--- src/rtl/mem_arbiter_if.sv ---
// Bundle of the fetch-side, data-side and memory-side handshake signals of mem_arbiter.
// master: the arbiter itself; slave: the core stages plus the memory.
interface mem_arbiter_if #(
   parameter int AW = 32,
   parameter int DW = 32
);
   logic          if_req;
   logic [AW-1:0] if_addr;
   logic [DW-1:0] if_rdata;
   logic          if_ready;

   logic          dm_req;
   logic          dm_we;
   logic [AW-1:0] dm_addr;
   logic [DW-1:0] dm_wdata;
   logic [DW-1:0] dm_rdata;
   logic          dm_ready;

   logic          mem_req;
   logic          mem_we;
   logic [AW-1:0] mem_addr;
   logic [DW-1:0] mem_wdata;
   logic [DW-1:0] mem_rdata;
   logic          mem_ack;

   logic          busy;

   modport master (
      input  if_req, if_addr, dm_req, dm_we, dm_addr, dm_wdata, mem_rdata, mem_ack,
      output if_rdata, if_ready, dm_rdata, dm_ready,
      output mem_req, mem_we, mem_addr, mem_wdata, busy
   );

   modport slave (
      output if_req, if_addr, dm_req, dm_we, dm_addr, dm_wdata, mem_rdata, mem_ack,
      input  if_rdata, if_ready, dm_rdata, dm_ready,
      input  mem_req, mem_we, mem_addr, mem_wdata, busy
   );
endinterface

--- src/rtl/mem_arbiter.sv ---
// Single-port memory arbiter for the MIPS fetch and memory stages; one access per 3+ cycles.
// Data side wins by default; define MEM_ARB_RR_EN for round-robin between the two sides.
module mem_arbiter #(
   parameter int AW = 32,
   parameter int DW = 32
) (
   input logic          clk,
   input logic          reset,
   mem_arbiter_if.master bus
);

   localparam logic [1:0] IDLE   = 2'd0;
   localparam logic [1:0] IF_ACC = 2'd1;
   localparam logic [1:0] DM_ACC = 2'd2;
   localparam logic [1:0] DONE   = 2'd3;

   logic [1:0]    state;
   logic [1:0]    stateNext;
   logic [AW-1:0] holdAddr;
   logic          holdWe;
   logic [DW-1:0] holdWdata;
   logic          servingDm;
   logic [DW-1:0] ifRdata;
   logic [DW-1:0] dmRdata;
   logic          grantDm;
   logic          grantIf;
   logic          inAccess;

`ifdef MEM_ARB_RR_EN
   logic lastGrantDm;

   // Contested grants go to whichever side did not win last time.
   always_comb begin
      grantDm = bus.dm_req && (!bus.if_req || !lastGrantDm);
      grantIf = bus.if_req && !grantDm;
   end

   always_ff @(posedge clk or negedge reset) begin
      if (!reset) begin
         lastGrantDm <= 1'b0;
      end else if (state == IDLE && (grantDm || grantIf)) begin
         lastGrantDm <= grantDm;
      end
   end
`else
   always_comb begin
      grantDm = bus.dm_req;
      grantIf = bus.if_req && !bus.dm_req;
   end
`endif

   always_comb begin
      stateNext = state;
      case (state)
         IDLE: begin
            if (grantDm) begin
               stateNext = DM_ACC;
            end else if (grantIf) begin
               stateNext = IF_ACC;
            end
         end
         IF_ACC, DM_ACC: begin
            if (bus.mem_ack) begin
               stateNext = DONE;
            end
         end
         DONE:    stateNext = IDLE;
         default: stateNext = IDLE;
      endcase
   end

   always_ff @(posedge clk or negedge reset) begin
      if (!reset) begin
         state     <= IDLE;
         holdAddr  <= '0;
         holdWe    <= 1'b0;
         holdWdata <= '0;
         servingDm <= 1'b0;
         ifRdata   <= '0;
         dmRdata   <= '0;
      end else begin
         state <= stateNext;
         // Requester inputs are only looked at here; the access runs off the holding copies.
         if (state == IDLE && (grantDm || grantIf)) begin
            servingDm <= grantDm;
            holdAddr  <= grantDm ? bus.dm_addr : bus.if_addr;
            holdWe    <= grantDm && bus.dm_we;
            holdWdata <= grantDm ? bus.dm_wdata : '0;
         end
         if (state == IF_ACC && bus.mem_ack) begin
            ifRdata <= bus.mem_rdata;
         end
         if (state == DM_ACC && bus.mem_ack && !holdWe) begin
            dmRdata <= bus.mem_rdata;
         end
      end
   end

   assign inAccess      = (state == IF_ACC) || (state == DM_ACC);
   assign bus.mem_req   = inAccess;
   assign bus.mem_we    = inAccess && holdWe;
   assign bus.mem_addr  = holdAddr;
   assign bus.mem_wdata = holdWdata;
   assign bus.busy      = (state != IDLE);
   assign bus.if_ready  = (state == DONE) && !servingDm;
   assign bus.dm_ready  = (state == DONE) && servingDm;
   assign bus.if_rdata  = ifRdata;
   assign bus.dm_rdata  = dmRdata;

   assert property (@(posedge clk) disable iff (!reset) !(bus.if_ready && bus.dm_ready));
   assert property (@(posedge clk) disable iff (!reset) (state == DONE) |=> (state == IDLE));

endmodule

--- src/flat_wrapper.sv ---
// flat-port wrapper written by rule: the top's interface ports become plain ports
module mem_arbiter_flat 
#(
   parameter int AW = 32,
   parameter int DW = 32
)
  (clk, reset, bus_if_req, bus_if_addr, bus_dm_req, bus_dm_we, bus_dm_addr, bus_dm_wdata, bus_mem_rdata, bus_mem_ack, bus_if_rdata, bus_if_ready, bus_dm_rdata, bus_dm_ready, bus_mem_req, bus_mem_we, bus_mem_addr, bus_mem_wdata, bus_busy);
  mem_arbiter_if #(.AW(AW), .DW(DW)) bus_i ();
  input logic clk;
  input logic reset;
  input wire logic [$bits(bus_i.if_req)-1:0] bus_if_req;
  input wire logic [$bits(bus_i.if_addr)-1:0] bus_if_addr;
  input wire logic [$bits(bus_i.dm_req)-1:0] bus_dm_req;
  input wire logic [$bits(bus_i.dm_we)-1:0] bus_dm_we;
  input wire logic [$bits(bus_i.dm_addr)-1:0] bus_dm_addr;
  input wire logic [$bits(bus_i.dm_wdata)-1:0] bus_dm_wdata;
  input wire logic [$bits(bus_i.mem_rdata)-1:0] bus_mem_rdata;
  input wire logic [$bits(bus_i.mem_ack)-1:0] bus_mem_ack;
  output wire logic [$bits(bus_i.if_rdata)-1:0] bus_if_rdata;
  output wire logic [$bits(bus_i.if_ready)-1:0] bus_if_ready;
  output wire logic [$bits(bus_i.dm_rdata)-1:0] bus_dm_rdata;
  output wire logic [$bits(bus_i.dm_ready)-1:0] bus_dm_ready;
  output wire logic [$bits(bus_i.mem_req)-1:0] bus_mem_req;
  output wire logic [$bits(bus_i.mem_we)-1:0] bus_mem_we;
  output wire logic [$bits(bus_i.mem_addr)-1:0] bus_mem_addr;
  output wire logic [$bits(bus_i.mem_wdata)-1:0] bus_mem_wdata;
  output wire logic [$bits(bus_i.busy)-1:0] bus_busy;
  assign bus_i.if_req = bus_if_req;
  assign bus_i.if_addr = bus_if_addr;
  assign bus_i.dm_req = bus_dm_req;
  assign bus_i.dm_we = bus_dm_we;
  assign bus_i.dm_addr = bus_dm_addr;
  assign bus_i.dm_wdata = bus_dm_wdata;
  assign bus_i.mem_rdata = bus_mem_rdata;
  assign bus_i.mem_ack = bus_mem_ack;
  assign bus_if_rdata = bus_i.if_rdata;
  assign bus_if_ready = bus_i.if_ready;
  assign bus_dm_rdata = bus_i.dm_rdata;
  assign bus_dm_ready = bus_i.dm_ready;
  assign bus_mem_req = bus_i.mem_req;
  assign bus_mem_we = bus_i.mem_we;
  assign bus_mem_addr = bus_i.mem_addr;
  assign bus_mem_wdata = bus_i.mem_wdata;
  assign bus_busy = bus_i.busy;
  mem_arbiter #(.AW(AW), .DW(DW)) u_core (.clk(clk), .reset(reset), .bus(bus_i));
endmodule
--- config.mk ---
export PLATFORM = sky130hd
export DESIGN_NAME = mem_arbiter_flat
export DESIGN_NICKNAME = d
export VERILOG_FILES = /design/src/rtl/mem_arbiter_if.sv /design/src/rtl/mem_arbiter.sv /design/src/flat_wrapper.sv
export SDC_FILE = /design/constraint.sdc
export NUM_CORES = 1
export LEC_CHECK = 0
export ABC_AREA = 1
export BUFFER_PORTS_ARGS = -buffer_cell sky130_fd_sc_hd__clkbuf_2
export CAP_MARGIN = 40
export CELL_PAD_IN_SITES_DETAIL_PLACEMENT = 1
export CELL_PAD_IN_SITES_GLOBAL_PLACEMENT = 2
export CORE_MARGIN = 2
export CORE_UTILIZATION = 26
export CTS_BUF_LIST = sky130_fd_sc_hd__clkbuf_2
export DETAILED_ROUTE_END_ITERATION = 10
export GPL_TIMING_DRIVEN = 0
export PLACE_DENSITY = 0.85
export SLEW_MARGIN = 20
export SYNTH_ARGS = -nofsm -noshare
export SYNTH_HDL_FRONTEND = slang
export SYNTH_SLANG_ARGS = --single-unit
--- constraint.sdc ---
create_clock -name clk -period 1.5 [get_ports clk]
set_input_delay 0.15 -clock clk [delete_from_list [all_inputs] [get_ports clk]]
set_output_delay 0.15 -clock clk [all_outputs]
set_load 0.1 [all_outputs]
# ---- After elaboration in Yosys (flattened, before gate mapping)
# Index checks and enable logic that the tools add are counted.
dict set report word_totals {
  ff_bits 132
  input_bits 134
  output_inout_bits 133
  wordCells 36
}
dict set report classes {
  eq_ne 5
  mux 6
  n_reduce_logical 18
}
# op count
set ops {}
lappend ops {{2-to-1 mux 32 bit} 2}
lappend ops {{logical AND 1 bit} 9}
lappend ops {{2-to-1 mux 2 bit} 3}
lappend ops {{one-hot mux 2 bit (3 select lines)} 1}
lappend ops {{equality test 2 bit, second input constant} 2}
lappend ops {{zero test 1 bit} 3}
lappend ops {{!= test 3 x 2 -> 1 bit, second input constant} 1}
lappend ops {{equality test 2 x 1 -> 1 bit, second input constant} 1}
lappend ops {{zero test 2 bit} 1}
lappend ops {{logical OR 1 bit} 2}
lappend ops {{!= test 2 bit, second input constant} 1}
lappend ops {{AND reduction 2 bit} 1}
lappend ops {{nonzero test 2 bit} 1}
lappend ops {{OR reduction 2 bit} 1}

# ---- Longest topological paths before layout
# Gate-level depths: netlist of the first run.
dict set report depth {
  depth_word 5
  mapped_depth 8
}

# ---- Worst setup path before layout of the first run
# OpenSTA, ideal clock, no wires.
dict set report synth_path {
  path_type {reg-to-output}
  from {register u_core.state[0]}
  to {output bus_mem_we}
  arrival_time_ns 2.057
  slack_ns -0.707
  path_stages_with_launch 5
  cell_sequence {dfrtp_1 -> inv_1 -> ha_1 -> nand2_1 -> inv_1}
}
dict set report synth_between {
  elab_chain_cells 3
}
# item line
set synth_rtl {}
lappend synth_rtl {{start: declaration} mem_arbiter.sv:17} ;# logic [1:0] state;
lappend synth_rtl {{start signal: assignment} mem_arbiter.sv:82} ;# state <= stateNext;
lappend synth_rtl {{equality test 2 x 1 -> 1 bit / equality test 2 bit (equally long branches)} mem_arbiter.sv:99} ;# assign inAccess = (state == IF_ACC) || (state == DM_ACC);
lappend synth_rtl {{logical OR 1 bit *} mem_arbiter.sv:99}
lappend synth_rtl {{net bus_mem_req} flat_wrapper.sv:23} ;# output wire logic [$bits(bus_i.mem_req)-1:0] bus_mem_req;
lappend synth_rtl {{logical AND 1 bit *} mem_arbiter.sv:101} ;# assign bus.mem_we = inAccess && holdWe;
lappend synth_rtl {{end: declaration} flat_wrapper.sv:24} ;# output wire logic [$bits(bus_i.mem_we)-1:0] bus_mem_we;
# The timed path passes the listed nets; every way through them passes the cells marked *.

# ---- Worst setup path after layout of the first run
dict set report layout_path {
  from {register u_core.state[1]}
  to {output bus_mem_we}
}
dict set report layout_between {
  elab_chain_cells 3
}
# item line
set layout_rtl {}
lappend layout_rtl {{equality test 2 x 1 -> 1 bit / equality test 2 bit (equally long branches)} mem_arbiter.sv:99}
lappend layout_rtl {{logical OR 1 bit *} mem_arbiter.sv:99}
lappend layout_rtl {{logical AND 1 bit *} mem_arbiter.sv:101}
# Mark *: on every way between the ends. The rest lies on a longest branch, timed or not.

==> metrics, run 1 <==
post-synthesis register bit count=132; Worst Hold Path Cells=6; Skew-Pair Late Insertion Delay=730 ps; max_cap viols=0; CTS clock-pin slew for the worst setup and hold paths=200 ps; DR vias=6474; Final Wtd Congestion=0.722; CP max FO=3; number of port buffers=266; worst-margin pin slew=585 ps; die area=between 20000 and 25000 µm²; initial antenna violation count=3; Worst Path Required=around 1400 ps; initial DRC count=211; FF-to-FF path depth=7; status=finished, violations left; Worst R2R Start=u_core.state[0]; Post-Syn Area=approximately 5500 µm²; RR Endpoint=u_core.bus.dm_rdata[8]; Final Non-Filler Cells=roughly 1400; WL final=27.5 mm; Max Clk Rate=500 MHz; CTS Buf Count=17; vias in the first global route=7030; CP arrival=1850 ps; Die W=149 µm; Placed Cells=1200; violated checks=negative setup slack; # IOs=267; CTS Buffer Depth=2; core area=between 20000 and 25000 µm²; Yosys top cell area share=60.1%; Yosys warnings=0; CP endpoint kind=primary output; crit path launch type=register; DR DRC count=0; Max Slew Vio Count=0; Post-DP HPWL=~14 mm; skew final=50.0 ps; Final Hold Viols=0; Synth Area per Inst=8.35 µm²; Rel. slew slack=61.0%; area grow syn2layout=118%; Final ANT Viol Nets=0; H-tree levels=4; Clock Tree Root=clkbuf_2; RSZ-0062 raised after global routing=yes; clk sinks=132; Seq/Total Area, Yosys=60.1%; Final min period=roughly 2000 ps; Syn Nets=approximately 800; TritonRoute pass-1 iters=4; Worst Min Path Start=bus_dm_req; grt ovf=0; Final period util=133%; Unique masters post-synth=12; mean routed wirelength per cell=19.3 µm; Synth Instances=658; Avg Vias per Cell=~4.5; gr usage total=~22%; FP Rows=53; Hold/Removal Path Class=input pin to register; Die Height=149 µm; final worst slack=-501 ps; first-pass GRT wire length=roughly 38 mm; synth top area cells=dfrtp_1, nand2_1, o21ai_0; maximum number of pins on one net before global-route repair=just under 70; initial core utilization=a little over a quarter; leading area contributor after synthesis=dfrtp_1; fraction of layout cells with a size suffix above 1=35.6%; WHS=between 30 and 40 ps; CTS tree=done; setup violators final=roughly 130; Worst R2R Setup Slack=-110 ps; Layout Nets=roughly 1300; WS Path Type=register to primary output; worst hold endpoint=u_core.state[0]
==> what timing repair did <==
| action | in CTS | in global routing |
|---|---|---|
| pin swaps | 1 | 3 |
| endpoints found under the setup margin | 259 | 256 |
| hold buffers | 140 | 1 |
| gates resized for setup | 364 | 217 |
| gates cloned | 0 | 6 |
| buffers inserted | 24 | 26 |
| hold endpoints to repair | 264 | 7 |
==> final cells by class <==
cell class | count | area [µm²]
multi-input combinational | 447 | 1950
antenna | 3 | 7.51
clock buffer | 18 | 90.1
buffer | 35 | 327
fill | 2268 | 8940
timing repair buffer | 461 | 5600
clock inverter | 14 | 154
inverter | 44 | 173
tap | 275 | 344
sequential | 132 | 3300
==> how the worst max path moves through the flow <==
| stage | startpoint | end | slack [ps] | depth (start not counted) |
|---|---|---|---|---|
| floorplan | u_core.state[0] | bus_mem_we | -7 | 4 |
| global placement | reset | u_core.bus.mem_addr[17] | -2060 | 1 |
| detailed placement | u_core.state[1] | u_core.bus.if_rdata[30] | -220 | 5 |
| CTS | u_core.state[1] | bus_mem_we | -540 | 5 |
| global route | u_core.state[1] | bus_busy | -620 | 5 |
| finish | u_core.state[1] | bus_mem_we | -500 | 5 |
==> cell usage after synthesis <==
library cell	count
nand2_1	338
dfrtp_1	132
o21ai_0	66
inv_1	44
nand3_1	33
buf_2	16
clkbuf_1	16
ha_1	5
buf_4	4
nor2_1	2
nand3b_2	1
o21ai_2	1
==> stage by stage <==
step	worst slack (ps)	cell area, µm²	util (%)	TNS [ps]
2_1_floorplan	-6.62	5530	-	-6.62
3_3_place_gp	-2060	7210	34.5	-284910
3_5_place_dp	-223	7240	34.7	-19180
4_1_cts	-543	11000	52.7	-16720
5_1_grt	-624	12000	57.2	-24190
6_report	-501	12000	57.2	-6510
==> worst max-delay path, cell delays in order (launching register included) <==
cell	delay (ps)
dfrtp_1	450
inv_2	80
ha_4	310
nand2_4	50
clkinvlp_4	80
clkbuf_16	190
==> layer usage <==
| layer | global-route usage (%) | vias up | wire length, µm |
|---|---|---|---|
| li1 | - | 2995 | - |
| met1 | 23.3 | 3202 | 9780 |
| met2 | 41.3 | 214 | 15200 |
| met3 | 4.95 | 63 | 1340 |
| met4 | 9.67 | 0 | 1180 |
| met5 | 0 | - | 0 |
==> cell families after synthesis <==
group / share of synthesized area, %
DFF: 60.1
adders and majority gates: 1.14
and+or+nand+nor: 26.4
AOI/OAI and AO/OA: 6.17
buffers and inverters: 6.10
==> cells in the final DEF, fill, tap and decap left out, types with 2 or more instances in the layout <==
cell type,synthesis,layout
nand3_1,33,33
buf_8,0,6
bufinv_16,0,2
inv_2,0,5
clkinv_2,0,3
buf_2,16,8
clkbuf_2,0,152
dlygate4sd3_1,0,140
diode_2,0,3
clkinvlp_4,0,4
buf_12,0,73
nand2_1,338,334
o21ai_1,0,16
clkbuf_16,0,67
o21ai_0,66,46
nand2_2,0,2
inv_1,44,37
buf_4,4,50
inv_6,0,2
nand3b_4,0,2
nand2_4,0,2
o21ai_2,1,5
ha_1,5,2
buf_6,0,14
clkinv_4,0,4
dfrtp_1,132,131
ha_4,0,2
==> registers in the layout, indices dropped and copies added (netlist names) <==
register / cells
u_core.bus.mem_wdata: 32
u_core.bus.mem_addr: 32
u_core.bus.dm_rdata: 32
u_core.servingDm: 1
u_core.holdWe: 1
u_core.state: 2
u_core.bus.if_rdata: 32
Power of run 1 is not shown: default switching activity piles up to over one toggle a cycle in this logic, so the estimate is an artifact.
==> inputs of run 2 (changes only) <==
--- a/config.mk
+++ b/config.mk
@@ -5,17 +5,16 @@
 export SDC_FILE = /design/constraint.sdc
 export NUM_CORES = 1
 export LEC_CHECK = 0
-export ABC_AREA = 1
 export BUFFER_PORTS_ARGS = -buffer_cell sky130_fd_sc_hd__clkbuf_2
 export CAP_MARGIN = 40
 export CELL_PAD_IN_SITES_DETAIL_PLACEMENT = 1
 export CELL_PAD_IN_SITES_GLOBAL_PLACEMENT = 2
 export CORE_MARGIN = 2
-export CORE_UTILIZATION = 26
+export CORE_UTILIZATION = 28
 export CTS_BUF_LIST = sky130_fd_sc_hd__clkbuf_2
 export DETAILED_ROUTE_END_ITERATION = 10
 export GPL_TIMING_DRIVEN = 0
-export PLACE_DENSITY = 0.85
+export PLACE_DENSITY = 0.83
 export SLEW_MARGIN = 20
 export SYNTH_ARGS = -nofsm -noshare
 export SYNTH_HDL_FRONTEND = slang
==> run 2 against run 1 <==
Effect of this change:
- the flow still finishes with violations (negative setup slack)
- register-to-register slack worse by 440 ps
- via count shrank 7.2%
- worst hold slack better by 91 ps
- maximum frequency fell by 2.3%
- count of clock-buffer cells in the layout fell by 1
- non-clock buffer count up 58
- first-iteration DRC count fell by 23%
- critical endpoint is now u_core.bus.dm_rdata[6]
==> metrics, run 2 <==
Final period util=136% (+3.1 points); top_reg_cell synth=dfrtp_1; initial antenna violation count=2 (-1); mean routed wirelength per cell=25.8 µm (+34%); CP endpoint kind=register; initial DRC count=162 (-23%); Final Hold Viols=0 (unchanged); Worst Path Required=2160 ps (+810 ps); die area=20300 µm² (-8.9%); leading area contributor after synthesis=dfrtp_1; Final Wtd Congestion=0.780 (+8.0%); Seq/Total Area, Yosys=61.4% (+1.3 points); Die W=143 µm (-4.5%); worst-margin pin slew=696 ps (+111 ps); skew final=75.2 ps (+25.2 ps); Syn Nets=584 (-27%); post-synthesis register bit count=132 (unchanged); most frequent cells in the layout=clkbuf_2, dlygate4sd3_1, dfrtp_1, buf_12, buf_4; CP max-delay cell=dfrtp_2; Unique masters post-synth=22 (+10); area grow syn2layout=149%; most common cell in the netlist=dfrtp_1; fillers=1713 (-24%); fraction of layout cells with a size suffix above 1=66.8% (+31 points); crit path launch type=register; core area=18800 µm² (-10%); Max Clk Rate=489 MHz (-2.3%); FP Rows=50 (-5.7%); RSZ-0062 raised after global routing=yes; Post-Syn Area=5380 µm² (-2.1%); Clock Tree Root=clkbuf_2; grt ovf=0 (unchanged); critical path's largest stage delay=480 ps (+30 ps); gr usage total=25.4% (+3.5 points); Final ANT Viol Nets=0 (unchanged); max_cap viols=0 (unchanged); fin util=71.3% (+14 points); Hold/Removal Path Class=input pin to register; CP arrival=2700 ps (+850 ps); Layout Nets=1129 (-12%); CTS Buf Count=17 (unchanged); vias in the first global route=6515 (-7.3%); Final min period=2050 ps (+46.2 ps); initial core utilization=28.6% (+2.4 points); CP max FO=5 (+2); # IOs=267 (unchanged); H-tree levels=4 (unchanged); number of port buffers=265 (-0.38%); CTS tree=done; Skew-Pair Late Insertion Delay=800 ps (+70 ps); TritonRoute pass-1 iters=4 (unchanged); commonest cells in the netlist=dfrtp_1, nand2_1, mux2_2; Final Non-Filler Cells=1239 (-13%); Synth Area per Inst=12.1 µm² (+45%); Synth Instances=445 (-32%); DR vias=6009 (-7.2%); Placed Cells=945 (-21%); TNS Setup=-57350 ps (-50840 ps); Die Height=143 µm (-4.5%); Max Slew Vio Count=0 (unchanged); setup violators final=265 (+98%); WL final=32.0 mm (+16%); clk sinks=132 (unchanged); Rel. slew slack=53.6% (-7.4 points); WS Path Type=register to register; violated checks=negative setup slack; most used cell, CP=buf_6; EDFF count, synth=0 (unchanged); synth top area cells=dfrtp_1, mux2_2, nand2_1; maximum number of pins on one net before global-route repair=83 (+20%); cell-by-cell trace of the critical path=inv_2, buf_6, buf_6, buf_6, ha_4, nand3b_1, buf_6, buf_12, buf_16, mux2_4; Async SR Flop Fraction=100% (unchanged); most common cell after layout, fill and taps aside=clkbuf_2; status=finished, violations left; Yosys warnings=0 (unchanged); CTS clock-pin slew for the worst setup and hold paths=340 ps (+140 ps); final worst slack=-547 ps (-46.2 ps); first-pass GRT wire length=38.7 mm (+3.0%); CTS Buffer Depth=2 (unchanged); Post-DP HPWL=12.7 mm (-6.4%); DP Worst Slack=-280 ps (-56.1 ps); DR DRC count=0 (unchanged); Yosys top cell area share=61.4% (+1.3 points); Avg Vias per Cell=4.85 (+7.1%)
## run 2: changes by cell type after synthesis, sizes merged, moves of 2 or more
cell	previous run	this run
buf	20	22
nand2	338	104
mux2i	0	32
clkbuf	16	6
o21ai	67	34
and2	0	2
nor2	2	0
mux2	0	66
inv	44	5
## run 2: kinds of logic (layout without fill, tap and decap cells)
group / count (synthesis) / after routing / share of synthesized area, %
mux: 98 / 98 / 19.9
other cells: 0 / 2 / 0
flops: 132 / 132 / 61.4
simple gates: 142 / 142 / 10.9
compound gates: 35 / 35 / 3.56
fa+ha+maj: 5 / 5 / 1.16
buf+inv: 33 / 591 / 2.98
## run 2: layout make-up
cell class	count	area, µm²	area share [%]
clock inverters	15	158	1.18
plain buffers	23	288	2.15
repair buffers	531	6380	47.7
multi-input cells	280	2820	21.1
inverters	5	33.8	0.252
clock buffers	17	85.1	0.636
well taps	234	293	2.19
diodes	2	5.00	0.0374
flip-flops and latches	132	3320	24.8
## run 2: per-stage QoR
| step | area (µm²) | hold WS, ps |
|---|---|---|
| 2_1_floorplan | 5410 | -146 |
| 3_3_place_gp | 7030 | 381 |
| 3_5_place_dp | 7070 | 134 |
| 4_1_cts | 11800 | 83.4 |
| 5_1_grt | 13400 | 96.2 |
| 6_report | 13400 | 122 |
## run 2: repair_timing
item,CTS,global route
endpoints found under the hold margin,263,0
hold buffers,134,0
pin swaps,34,53
setup endpoints to repair,252,265
cloned,16,1
gates resized for setup,526,361
setup buffers,45,84
## run 2: worst max-delay path: cells and delay by family, from the launching register on
family,cells,cell delay [ps]
adders and majority gates,1,110
buffers and inverters,7,840
DFF,1,480
muxes,1,310
and+or+nand+nor,1,220
## run 2: path summary, 6_finish.rpt
check	endpoint	depth (start not counted)	start	slack [ps]
worst min-delay path	u_core.bus.if_rdata[24]	3	bus_mem_rdata[24]	120
worst max-delay path	u_core.bus.dm_rdata[6]	10	u_core.state[0]	-550
worst min register to register	u_core.bus.mem_wdata[23]	2	u_core.bus.mem_wdata[23]	570
min in group asynchronous	u_core.bus.if_rdata[2]	3	reset	520
max in group asynchronous	u_core.bus.mem_wdata[13]	4	reset	170
worst max register to register	u_core.bus.dm_rdata[6]	10	u_core.state[0]	-550
## run 2: metal layers
metal / up-vias / track usage (%) / part of all wire, %
li1: 2605 / - / -
met1: 3059 / 26.9 / 35
met2: 276 / 48.4 / 55
met3: 69 / 7.34 / 6.3
met4: 0 / 7.92 / 3.5
met5: - / 0 / 0
Power of run 2 is left out for the same reason.
==> inputs of run 3 (changes only) <==
--- a/config.mk
+++ b/config.mk
@@ -14,6 +14,7 @@
 export CTS_BUF_LIST = sky130_fd_sc_hd__clkbuf_2
 export DETAILED_ROUTE_END_ITERATION = 10
 export GPL_TIMING_DRIVEN = 0
+export MAX_ROUTING_LAYER = met4
 export PLACE_DENSITY = 0.83
 export SLEW_MARGIN = 20
 export SYNTH_ARGS = -nofsm -noshare
==> run 3 against run 2 <==
Effect of this change:
- the flow still finishes with violations (negative setup slack)
- critical endpoint unchanged
- first-iteration DRC count grew 9.9%
- worst hold slack got worse by 28 ps
- routed wire length is 1.5% higher
- critical path depth unchanged
- design area rose by 0.35%
- sequential share of layout area is essentially flat
- setup slack got worse by 18 ps
- clock skew decreased by 6.2 ps
- maximum frequency down 0.86%
- highest routed layer unchanged
- utilization is 0.25 points higher
- via count shrank 0.38%
- largest cell class unchanged
- register-to-register slack worse by 20 ps
==> metrics, run 3 (synthesis gave the netlist of run 2 again) <==
status=finished, violations left; violated checks=negative setup slack; worst-margin pin slew=789 ps (+92.3 ps); Final Wtd Congestion=0.790 (+1.4%); WL final=32.5 mm (+1.5%); Die W=143 µm (unchanged); final worst slack=-565 ps (-17.8 ps); core area=18800 µm² (unchanged); Post-DP HPWL=12.7 mm (unchanged); CTS tree=done; first-pass GRT wire length=38.6 mm (-0.34%); # IOs=267 (unchanged); RSZ-0062 raised after global routing=yes; CTS Buffer Depth=2 (unchanged); Final Hold Viols=0 (unchanged); clk sinks=132 (unchanged); critical path's largest stage delay=480 ps (about the same); most frequent cells in the layout=clkbuf_2, dlygate4sd3_1, dfrtp_1, buf_12, buf_4; Hold/Removal Path Class=input pin to register; FP Rows=50 (unchanged); CP arrival=2750 ps (+50 ps); CP endpoint kind=register; Layout Nets=1128 (-0.089%); crit path launch type=register; Clock Tree Root=clkbuf_2; setup violators final=265 (unchanged); fin util=71.6% (+0.25 points); DP Worst Slack=-280 ps (unchanged); fraction of layout cells with a size suffix above 1=67.6% (+0.77 points); gr usage total=26.1% (+0.71 points); TritonRoute pass-1 iters=4 (unchanged); Bufs and invs on worst path=7 (unchanged); CP max-delay cell=dfrtp_2; DR DRC count=0 (unchanged); WHS=94.6 ps (-27.7 ps); CP top delay family=buffers and inverters; H-tree levels=4 (unchanged); mean routed wirelength per cell=26.2 µm (+1.3%); max_cap viols=0 (unchanged); initial DRC count=178 (+9.9%); most common cell after layout, fill and taps aside=clkbuf_2; Final ANT Viol Nets=0 (unchanged); area grow syn2layout=150%; skew final=69.1 ps (-6.18 ps); CTS Buf Count=17 (unchanged); die area=20300 µm² (unchanged); number of port buffers=265 (unchanged); DR vias=5986 (-0.38%); grt ovf=0 (unchanged); Rel. slew slack=47.4% (-6.2 points); WS Path Type=register to register; Skew-Pair Late Insertion Delay=810 ps (about the same); most used cell, CP=buf_6; Final period util=138% (+1.2 points); CP max FO=5 (unchanged); Final min period=2060 ps (+17.8 ps); CTS clock-pin slew for the worst setup and hold paths=330 ps (about the same); Max Clk Rate=484 MHz (-0.86%); cell-by-cell trace of the critical path=inv_2, buf_6, buf_6, buf_6, ha_4, nand3b_1, buf_6, buf_12, buf_16, mux2_4; initial antenna violation count=5 (+3); Max Slew Vio Count=0 (unchanged); initial core utilization=28.6% (unchanged); Avg Vias per Cell=4.82 (-0.54%); Worst Path Required=2180 ps (+20 ps); vias in the first global route=6543 (+0.43%); maximum number of pins on one net before global-route repair=83 (unchanged); Die Height=143 µm (unchanged)
run 3: changes by cell type in the layout (fill, tap and decap cells not counted), moves of 3 or more:
| cell | previous run | this run |
|---|---|---|
| nand2_4 | 24 | 28 |
| diode_2 | 2 | 5 |
| dfrtp_1 | 120 | 115 |
| dfrtp_2 | 12 | 17 |
| nand2_1 | 38 | 33 |
| nand3_2 | 26 | 23 |
run 3: metal layers:
layer / up-vias / wire [µm] / track usage [%]
li1: 2599 / - / -
met1: 3045 / 11400 / 26.9
met2: 262 / 18100 / 48.4
met3: 80 / 1800 / 6.76
met4: 0 / 1230 / 8.49
met5: - / 0 / -
run 3: metrics by stage:
| step | setup TNS (ps) | cell area, µm² | std cells |
|---|---|---|---|
| after floorplan | -271 | 5410 | 445 |
| after global placement | -241990 | 7030 | 944 |
| after detailed placement | -19730 | 7070 | 945 |
| after CTS | -36290 | 11800 | 1170 |
| after global routing | -67220 | 13400 | 1241 |
| final | -55490 | 13400 | 1241 |
run 3: worst min-delay path: stages:
cell           delay [ps]
dlygate4sd3_1         520
clkbuf_2              110
mux2_4                130
run 3: timing repair:
item,in CTS,in global routing
endpoints found under the hold margin,263,0
pin swaps,34,63
setup buffers,45,83
gates cloned,16,1
setup endpoints to repair,252,265
hold buffers,134,0
gates resized for setup,526,375
run 3: area by class of cell:
cell class	count	area [µm²]
Timing Repair Buffer	530	6370
Inverter	5	33.8
Sequential cell	132	3320
Fill cell	1690	5340
Clock buffer	17	85.1
Tap cell	234	293
Antenna cell	5	12.5
Buffer	23	288
Multi-Input combinational cell	280	2870
Clock inverter	15	158
run 3: worst paths after layout:
path	to	slack, ps	cells past startpoint	startpoint
worst max-delay path	u_core.bus.dm_rdata[6]	-560	10	u_core.state[0]
worst min-delay path	u_core.bus.if_rdata[24]	90	3	bus_mem_rdata[24]
worst max register to register	u_core.bus.dm_rdata[6]	-560	10	u_core.state[0]
worst min register to register	u_core.bus.mem_wdata[23]	570	2	u_core.bus.mem_wdata[23]
max in group asynchronous	u_core.bus.mem_wdata[13]	200	4	reset
min in group asynchronous	u_core.bus.if_rdata[1]	470	3	reset
Power of run 3 is left out for the same reason.
